File: config.mk
export PLATFORM = sky130hd
export DESIGN_NAME = tt_um_sar_probe_ctrl
export DESIGN_NICKNAME = d
export VERILOG_FILES = /design/src/rtl/tt_um_sar_probe_ctrl.sv
export SDC_FILE = /design/constraint.sdc
export NUM_CORES = 1
export LEC_CHECK = 0
export BUFFER_PORTS_ARGS = -buffer_cell sky130_fd_sc_hd__buf_4
export CAP_MARGIN = 20
export CORE_MARGIN = 1
export CORE_UTILIZATION = 46
export CTS_CLUSTER_DIAMETER = 150
export CTS_CLUSTER_SIZE = 30
export DETAILED_ROUTE_END_ITERATION = 8
export GPL_TIMING_DRIVEN = 0
export PLACE_DENSITY = 0.77
export SYNTH_ARGS = -nofsm -noshare
export SYNTH_HDL_FRONTEND = slang
export SYNTH_SLANG_ARGS = --single-unit
File: constraint.sdc
create_clock -name clk -period 1.48 [get_ports clk]
set_input_delay 0.148 -clock clk [delete_from_list [all_inputs] [get_ports clk]]
set_output_delay 0.148 -clock clk [all_outputs]
set_load 0.1 [all_outputs]
File: src/rtl/tt_um_sar_probe_ctrl.sv
// Successive-approximation probe controller: drives probe B to an external X<B comparator
// and resolves X MSB-first, holding the result with a done flag.
module tt_um_sar_probe_ctrl #(
    parameter int WIDTH  = 7,
    parameter int SETTLE = 2
) (
    input  logic       clk,
    input  logic       rst_n,
    input  logic       ena,
    input  logic [7:0] ui_in,
    output logic [7:0] uo_out,
    input  logic [7:0] uio_in,
    output logic [7:0] uio_out,
    output logic [7:0] uio_oe
);
    typedef enum logic [1:0] {IDLE, WAIT, DONE} state_t;

    localparam logic [3:0]       SETTLE_CNT = 4'(SETTLE);
    localparam logic [WIDTH-1:0] MSB_MASK   = WIDTH'(1) << (WIDTH - 1);

    state_t           state_q, state_d;
    logic [WIDTH-1:0] result_q, result_d;
    logic [WIDTH-1:0] probe_q, probe_d;
    logic [WIDTH-1:0] mask_q, mask_d;
    logic [3:0]       cnt_q, cnt_d;
    logic             start_q, start_d;

    logic             start_rise, abort, cmp_lt;
    logic [WIDTH-1:0] next_res;
    logic             unused_ok;

    assign start_rise = ui_in[0] & ~start_q;
    assign abort      = ui_in[1];
    assign cmp_lt     = ui_in[7];
    // cmp_lt=0 means X >= probe, so the bit under test belongs in X
    assign next_res   = cmp_lt ? result_q : (result_q | mask_q);
    assign unused_ok  = &{1'b0, ena, uio_in, ui_in[6:2]};

    always_comb begin
        state_d  = state_q;
        result_d = result_q;
        probe_d  = probe_q;
        mask_d   = mask_q;
        cnt_d    = cnt_q;
        start_d  = ui_in[0];
        case (state_q)
            IDLE, DONE: begin
                if (abort) begin
                    state_d  = IDLE;
                    result_d = '0;
                    probe_d  = '0;
                end else if (start_rise) begin
                    state_d  = WAIT;
                    result_d = '0;
                    mask_d   = MSB_MASK;
                    probe_d  = MSB_MASK;
                    cnt_d    = SETTLE_CNT;
                end
            end
            WAIT: begin
                if (abort) begin
                    state_d  = IDLE;
                    result_d = '0;
                    probe_d  = '0;
                end else if (cnt_q != 4'd0) begin
                    cnt_d = cnt_q - 4'd1;
                end else begin
                    result_d = next_res;
                    if (mask_q == WIDTH'(1)) begin
                        probe_d = next_res;
                        state_d = DONE;
                    end else begin
                        mask_d  = mask_q >> 1;
                        probe_d = next_res | (mask_q >> 1);
                        cnt_d   = SETTLE_CNT;
                    end
                end
            end
            default: state_d = IDLE;
        endcase
    end

    always_ff @(posedge clk or negedge rst_n) begin
        if (!rst_n) begin
            state_q  <= IDLE;
            result_q <= '0;
            probe_q  <= '0;
            mask_q   <= '0;
            cnt_q    <= '0;
            start_q  <= 1'b0;
        end else begin
            state_q  <= state_d;
            result_q <= result_d;
            probe_q  <= probe_d;
            mask_q   <= mask_d;
            cnt_q    <= cnt_d;
            start_q  <= start_d;
        end
    end

    // Outputs come straight from flops; done/busy decode the registered state only.
    always_comb begin
        uo_out             = '0;
        uo_out[WIDTH-1:0]  = result_q;
        uo_out[7]          = (state_q == DONE);
        uio_out            = '0;
        uio_out[WIDTH-1:0] = probe_q;
        uio_out[7]         = (state_q == WAIT);
    end

    assign uio_oe = 8'hFF;
endmodule

==> flow_summary.yaml <==
synthesis:
  synth_top_area_frac: 0.485
  synth_area_leaders: "dfrtp_1 48%, nand2_1 6.8%, buf_4 5.7%"
  synth_top_area_cell: "dfrtp_1"
  yosys_most_used_dff: "dfrtp_1"
  synth_warnings: 0
  synth_area_sq_um: 1450
  postSynthCellCount: 149
  synthArstFlopShare: 1.00
  syn_area_per_cell_sq_um: 9.70
  ys_ff_latch: 28
  synth_cell_type_count: 36
  synth_edf_count: 0
  ys_seq_area_frac: 0.485
timing:
  layout_min_cycle_time_ns: 1.75
  rsz0062_at_grt: "true"
  fmax_mhz: 570
  fin_setup_tns_ns: -2.85
  period_share: 1.18
  clock_skew_ns: 0.0165
  hold_viol_final: 0
  setup_viol: 24
  timing.final.ws_setup_ns: -0.273
  report.final.slew_viol_count: 0
  holdWs_ns: 0.0434
final_layout:
  antennaDiodeCount: 0
  syn2layout_area_growth_pct: 45.1
  layout_common_cells: "35 x buf_4, 27 x dfrtp_1, 13 x nand2_1, 11 x o21ai_2"
  drive_gt1_frac: 0.487
  final_area_sq_um: 2100
  multi_input_area_sq_um: 818
  nets: 219
  fin_cells: 239
  layout_commonest_cell: "buf_4"
  post-route-util: 0.729
  nFillCells: 192
  seq_area_sq_um: 702
setup_path:
  end_kind: "flop"
  startpoint_type: "flop"
  crit_required_ns: 1.76
  crit_fanout: 4
  crit_arrival_ns: 2.04
  crit_type: "flop to flop"
routing:
  dr_total_vias: 1290
  drc: 2
  ant_nets: 0
  post_drt_wl_per_cell_um: 15.4
  first_pass_iters: 6
  drt_iter0_drc: 50
  wl_um: 3670
  vias_per_cell: 5.40
clock_tree:
  clk_pin_slew_ns: 0.17
  cts_tree: "done"
  clock-sinks: 28
  cts-root-buf: "clkbuf_4"
  clockBufferDepth: 2
  cts_buffers: 3
  clock_latency_ns: 0.34
  htreeDepth: 1
floorplan:
  start_util: 0.502
  row_count: 19
  num_io_pins: 43
  core_sq_um: 2880
  dieArea_sq_um: 3370
  fp.dieW_um: 58.1
  dieHeight_um: 58.1
placement:
  dpl.hpwl_um: 2170
  gp_congestion: 0.818
  port_buffers: 19
  dp_cells: 217
  place_area_sq_um: 1690
grt:
  grtUsageMet1: 0.250
  grt_pass1_wl_um: 5460
  grt_pass1_vias: 1233
  grtUsageMet3: 0.0290
  grt_start_max_net_pins: 29
  track_usage: 0.212
  grt_use_met2: 0.384
  grt-ovfl-total: 0
  antenna_found_initial: 0
  grt-busiest-layer: "met2"
flow_run:
  maxCapViolations: 0
status:
  violations: "design-rule violations, negative setup slack"
  status: "finished, violations left"
pwr:
  ir_drop_v: 0.000755
  p_per_area_nw_per_um2: 1070
  p_leak_nw: 0.992
hold_path:
  hold_class: "input pin to flop"
cells by family (layout without fill, tap and decap cells):
kind of cell | after synthesis | in the layout | synth area share
fa+ha+maj | 2 | 2 | 0.0173
compound gates | 40 | 40 | 0.182
buf+inv | 20 | 61 | 0.0814
simple gates | 58 | 58 | 0.232
flops | 28 | 28 | 0.485
other cells | 1 | 8 | 0.00259
flip-flops by register name (all words and copies together), names as in the netlist:
register and cells:
probe_q 7, start_q 1, state_q 2, mask_q 7, result_q 7, cnt_q 4
metal layers:
layer	share of wire	vias to the layer above	wire [um]
li1	-	606	-
met1	0.41	629	1500
met2	0.53	42	1940
met3	0.031	13	114
met4	0.033	0	121
met5	0	-	0
worst paths after layout:
path | end | slack (ns) | depth (start not counted) | from
setup / recovery | cnt_q[0] | -0.27 | 4 | mask_q[1]
hold / removal | state_q[1] | 0.04 | 2 | ui_in[1]
setup reg to reg | cnt_q[0] | -0.27 | 4 | mask_q[1]
hold reg to reg | probe_q[2] | 0.50 | 2 | probe_q[2]
max in group asynchronous | mask_q[6] | 0.93 | 2 | rst_n
min in group asynchronous | probe_q[2] | 0.24 | 2 | rst_n
through the flow:
step	setup WS [ns]	total power (W)
floorplan	-0.0933	0.00138
global placement	-0.293	0.00148
detailed placement	-0.360	0.00150
CTS	-0.264	0.00216
global route	-0.299	0.00235
finish	-0.273	0.00225
repair_timing:
| item | 4_1_cts | 5_1_grt |
|---|---|---|
| gates resized for setup | 23 | 36 |
| setup endpoints to repair | 27 | 29 |
| hold buffers | 2 | 0 |
| endpoints found under the hold margin | 29 | 0 |
| setup buffers | 11 | 3 |
| gates cloned | 2 | 0 |
| pin swaps | 12 | 16 |
Yosys cell counts, drive strengths merged (2+ instances only):
| cell | count |
|---|---|
| nand2 | 26 |
| ha | 2 |
| nand3 | 3 |
| buf | 12 |
| a22o | 3 |
| nor2 | 6 |
| a21o | 3 |
| or3 | 2 |
| nor4 | 2 |
| or4b | 2 |
| nand2b | 3 |
| nor2b | 7 |
| a21oi | 6 |
| o31ai | 4 |
| nor3b | 3 |
| inv | 7 |
| o21ai | 17 |
| dfrtp | 28 |
| a32oi | 2 |
area by class of cell:
cell class,instances,share of cell area
sequential,28,0.335
multi-input combinational,108,0.390
tap,42,0.0251
timing repair buffer,37,0.157
buffer,13,0.0555
clock buffer,3,0.0107
clock inverter,1,0.0143
inverter,7,0.0125
power breakdown:
group | switching, W | total [W] | internal [W] | leakage, nW
clock | 0.000240 | 0.000514 | 0.000274 | 0.0279
sequential | 0.0000987 | 0.000931 | 0.000832 | 0.375
combinational | 0.000486 | 0.000804 | 0.000318 | 0.589
worst max-delay path, stage by stage (launching register included):
cell and delay [ns]:
dfrtp_1 0.44, or4b_4 0.56, nor4_4 0.32, a311o_2 0.27, a21o_1 0.11
Note: power is estimated with default switching activity, not from simulation.
